<file path="src/rtl/seq_detector_2b.sv">
// Detector for the ordered 2-bit symbol sequence 01 -> 10 -> 11, with a saturating match counter.
// Optional idle timeout on partial sequences is built when SEQ_TIMEOUT_EN is defined.
module seq_detector_2b #(
  parameter int CNT_W   = 4,
  parameter int TIMEOUT = 4
) (
  input  logic             clk,
  input  logic             reset,
  input  logic             En,
  input  logic [1:0]       D,
  input  logic             clr,
  output logic             match,
  output logic [1:0]       state,
  output logic [CNT_W-1:0] count,
  output logic             sat
);

  typedef enum logic [1:0] {
    IDLE   = 2'b00,
    GOT_A  = 2'b01,
    GOT_B  = 2'b10,
    UNUSED = 2'b11
  } state_t;

  localparam logic [CNT_W-1:0] LP_CNT_MAX = {CNT_W{1'b1}};
  localparam logic [CNT_W-1:0] LP_CNT_ONE = {{(CNT_W-1){1'b0}}, 1'b1};

  // TIMEOUT must fit the 4-bit idle counter and be non-zero.
  if ((TIMEOUT < 1) || (TIMEOUT > 15)) begin : g_bad_timeout
    $error("seq_detector_2b: TIMEOUT out of range 1..15");
  end

  state_t           r_state;
  state_t           w_state_nxt;
  logic             r_match;
  logic             w_match_nxt;
  logic [CNT_W-1:0] r_count;
  logic [CNT_W-1:0] w_count_nxt;
  logic             r_sat;
  logic             w_to_force;

`ifdef SEQ_TIMEOUT_EN
  localparam logic [3:0] LP_TIMEOUT = 4'(TIMEOUT);

  logic [3:0] r_to_cnt;
  logic       w_in_prefix;

  assign w_in_prefix = (r_state == GOT_A) || (r_state == GOT_B);
  assign w_to_force  = w_in_prefix && (r_to_cnt == LP_TIMEOUT);

  // Idle-cycle counter: runs only on En=0 while a prefix is pending.
  always_ff @(posedge clk) begin
    if (!reset) begin
      r_to_cnt <= 4'd0;
    end else if (!w_in_prefix || w_to_force || En) begin
      r_to_cnt <= 4'd0;
    end else begin
      r_to_cnt <= r_to_cnt + 4'd1;
    end
  end
`else
  assign w_to_force = 1'b0;
`endif

  // Next-state and match decode; a timeout overrides the symbol on that edge.
  always_comb begin
    w_state_nxt = r_state;
    w_match_nxt = 1'b0;
    if (w_to_force) begin
      w_state_nxt = IDLE;
    end else if (r_state == UNUSED) begin
      w_state_nxt = IDLE;
    end else if (En) begin
      case (r_state)
        IDLE: begin
          if (D == 2'b01) w_state_nxt = GOT_A;
          else            w_state_nxt = IDLE;
        end
        GOT_A: begin
          if      (D == 2'b10) w_state_nxt = GOT_B;
          else if (D == 2'b01) w_state_nxt = GOT_A;
          else                 w_state_nxt = IDLE;
        end
        GOT_B: begin
          if (D == 2'b11) begin
            w_state_nxt = IDLE;
            w_match_nxt = 1'b1;
          end else if (D == 2'b01) begin
            w_state_nxt = GOT_A;
          end else begin
            w_state_nxt = IDLE;
          end
        end
        default: w_state_nxt = IDLE;
      endcase
    end else begin
      w_state_nxt = r_state;
    end
  end

  // Counter update: clear beats a same-edge increment; holds at max.
  always_comb begin
    w_count_nxt = r_count;
    if (clr) begin
      w_count_nxt = {CNT_W{1'b0}};
    end else if (w_match_nxt && (r_count != LP_CNT_MAX)) begin
      w_count_nxt = r_count + LP_CNT_ONE;
    end else begin
      w_count_nxt = r_count;
    end
  end

  // Registered state, match pulse, count and saturation flag.
  always_ff @(posedge clk) begin
    if (!reset) begin
      r_state <= IDLE;
      r_match <= 1'b0;
      r_count <= {CNT_W{1'b0}};
      r_sat   <= 1'b0;
    end else begin
      r_state <= w_state_nxt;
      r_match <= w_match_nxt;
      r_count <= w_count_nxt;
      r_sat   <= (w_count_nxt == LP_CNT_MAX);
    end
  end

  assign match = r_match;
  assign state = r_state;
  assign count = r_count;
  assign sat   = r_sat;

endmodule

</file>
<file path="config.mk">
export PLATFORM = sky130hd
export DESIGN_NAME = seq_detector_2b
export DESIGN_NICKNAME = d
export VERILOG_FILES = /design/src/rtl/seq_detector_2b.sv
export SDC_FILE = /design/constraint.sdc
export NUM_CORES = 1
export LEC_CHECK = 0
export ABC_AREA = 1
export ABC_CLOCK_PERIOD_IN_PS = 1400
export CAP_MARGIN = 15
export CORE_AREA = 2 2 39 41
export DETAILED_ROUTE_END_ITERATION = 10
export DIE_AREA = 0 0 41 43
export DONT_BUFFER_PORTS = 1
export GPL_TIMING_DRIVEN = 0
export PLACE_DENSITY = 0.51
export SLEW_MARGIN = 20
export SYNTH_ARGS = -nofsm -noshare
export SYNTH_HDL_FRONTEND = slang
export SYNTH_SLANG_ARGS = --single-unit
</file>
<file path="constraint.sdc">
create_clock -name clk -period 1.4 [get_ports clk]
set_input_delay 0.14 -clock clk [delete_from_list [all_inputs] [get_ports clk]]
set_output_delay 0.14 -clock clk [all_outputs]
set_load 0.02 [all_outputs]
</file>
==> flow_summary.yaml, run 1 <==
run:
  cap_viol_max_count: 0
timing:
  finalCriticalPeriod_ps: 1282
  tightest_slew_ps: 377.1
  rsz0062_at_grt: "no"
  slew_headroom: 0.7483
  fin_skew_ps: 7.253
  period_share: 0.9154
  hold_viol_final: 0
  setup_viol: 0
  fmax_ghz: 0.7803
  slew_violations: 0
die:
  core_area_sq_um: 1384
  start_util: 0.3165
  die-width_um: 41
  die_area_sq_um: 1763
  fp.dieH_um: 43
  io_pins: 14
  rows: 14
global_route:
  grt-ovfl-total: 0
  grt_pass1_wl_mm: 1.359
  grt_use_met1: 0.1307
  grt_max_degree: 7
  antenna_found_initial: 0
  grt_pass1_vias: 357
  use_met3: 0.05759
  grt.busiest_layer: "met2"
  met2_usage: 0.1656
  track_usage: 0.1171
logic_synthesis:
  yosysTopAreaCell: "dfxtp_1"
  yosys-top-cells-area: "dfxtp_1 (37%), nand2_1 (14%), inv_1 (7.7%)"
  yosysWarnings: 0
  ys_seq_elements: 8
  syn_avg_cell_area_sq_um: 6.951
  ys_types: 19
  synth_top_area_frac: 0.3657
  mappedNetlistArea_sq_um: 437.9
  yosysSeqAreaShare: 0.3657
  syn_nets: 70
  netlist_instances: 63
place:
  port_buffers: 0
  hpwl_um: 663.1
  gp_congestion: 0.7131
  placed_area_sq_um: 457.9
outcome:
  status: "complete, no violations"
finish:
  layout-drive-gt1-share: 0.2576
  final_common_cell: "nand2_1"
  stdcell_area_sq_um: 496.7
  n_antenna_cell: 0
  area_growth_pct: 13.43
  nets: 75
  final_cell_mix: "nand2_1 (16), inv_1 (9), nor2_1 (5), dfxtp_1 (5)"
routing:
  drt-initial-drc-count: 4
  ant_nets: 0
  wl_per_cell_um: 10.33
  drc: 0
  via_per_inst: 4.927
  dr.pass1.iters: 4
  vias: 404
  finalWirelength_um: 847
setup_path:
  regToRegSetupSlack_ps: 120
  worst-setup-path-type: "flip-flop to flip-flop"
  start_kind: "flip-flop"
  cp.arrival_ps: 1470
  worstPathMaxFanout: 5
  end_kind: "flip-flop"
  cp_data_required_time_ps: 1590
power:
  finalPower_uw: 425.7
  p_leak_uw: 0.0001947
  pwr_density_cell_nw_per_um2: 857.1
  ir_worst_vdd_mv: 0.2933
clock_network:
  cts_num_sinks: 8
  numCtsBuffers: 3
  clock_path_buffers: 2
  cts_tree: "built"
  clkLatencyLatePin_ps: 250
  cts_max_level: 1
  path_clk_slew_ps: 60
  cts_root_buf: "clkbuf_4"
worst_hold_path:
  hp-class: "primary input to flip-flop"
-- cell usage after synthesis --
cell type  count
nand2_1       16
inv_1          9
dfxtp_1        8
nor2_1         5
nand3_1        4
inv_2          3
nand4_1        3
nand2_2        2
nor2_4         2
nor3_1         2
a21oi_1        1
a41oi_1        1
clkinv_1       1
ha_1           1
nand3_2        1
nand3b_1       1
nor2_2         1
nor3b_1        1
xor2_1         1
-- final timing paths --
path / startpoint / to / depth (start not counted)
worst max-delay path: count[0] / sat / 8
worst min-delay path: D[0] / state[0] / 2
worst max register to register: count[0] / sat / 8
worst min register to register: count[1] / count[1] / 4
-- stage by stage --
stage	TNS [ps]	worst slack (ps)	instances	hold WS, ps	utilization
after floorplan	0	70.67	63	279.7	-
after global placement	-121.2	-92.88	79	289.1	0.3309
after detailed placement	-75.99	-72.27	79	290.8	0.3309
after CTS	0	23.74	82	22.54	0.3490
after global routing	0	4.891	82	41.77	0.3590
final	0	118.5	82	28.86	0.3590
-- state kept, by name, indices dropped and copies added, names as in the netlist --
signal and flops:
count 4, state 2, sat 1, match 1
-- cells by family after synthesis --
kind of cell,Yosys count,share of synthesized area
AO/OA/AOI/OAI,2,0.03142
XOR/XNOR,1,0.02000
adder cells (fa/ha/maj),1,0.02857
buffers and inverters,13,0.1114
flip-flops,8,0.3657
AND/OR/NAND/NOR,38,0.4429
-- critical path, cell delays in order (launching register included) --
cell and delay, ps:
dfxtp_4 380, ha_2 210, nand3_2 110, nand3_2 110, nand2_1 70, inv_1 40, nor2_1 110, nand3_1 100
nor2_2 80
-- routing by layer --
metal / vias up / part of all wire
met5: - / 0
met1: 182 / 0.39
met4: 0 / 0
met3: 0 / 0.11
li1: 205 / -
met2: 17 / 0.50
-- power breakdown --
| group | internal (uW) | switching (uW) | total [uW] |
|---|---|---|---|
| Combinational | 5.17 | 12.2 | 17.4 |
| Sequential | 225 | 4.09 | 229 |
| Clock | 98.3 | 80.6 | 179 |
-- area by class of cell --
cell class | instances | area, sq um
Fill cell | 159 | 887.1
Multi-Input combinational cell | 42 | 236.5
Clock buffer | 3 | 22.52
Inverter | 13 | 48.80
Tap cell | 16 | 20.02
Sequential cell | 8 | 168.9
-- timing repair --
action / CTS / global route
hold buffers: 0 / 0
resized for setup: 2 / 5
endpoints found under the setup margin: 2 / 1
setup buffers: 0 / 0
gates cloned: 0 / 0
endpoints found under the hold margin: 0 / 0
Power figures use the tool's default switching activity.
==> inputs of run 2 (changes only) <==
--- a/config.mk
+++ b/config.mk
@@ -14,6 +14,7 @@
 export DONT_BUFFER_PORTS = 1
 export GPL_TIMING_DRIVEN = 0
 export PLACE_DENSITY = 0.51
+export RECOVER_POWER = 25
 export SLEW_MARGIN = 20
 export SYNTH_ARGS = -nofsm -noshare
 export SYNTH_HDL_FRONTEND = slang
==> results of run 2 <==
Final layout, timing and power as in run 1 (identical DEF).
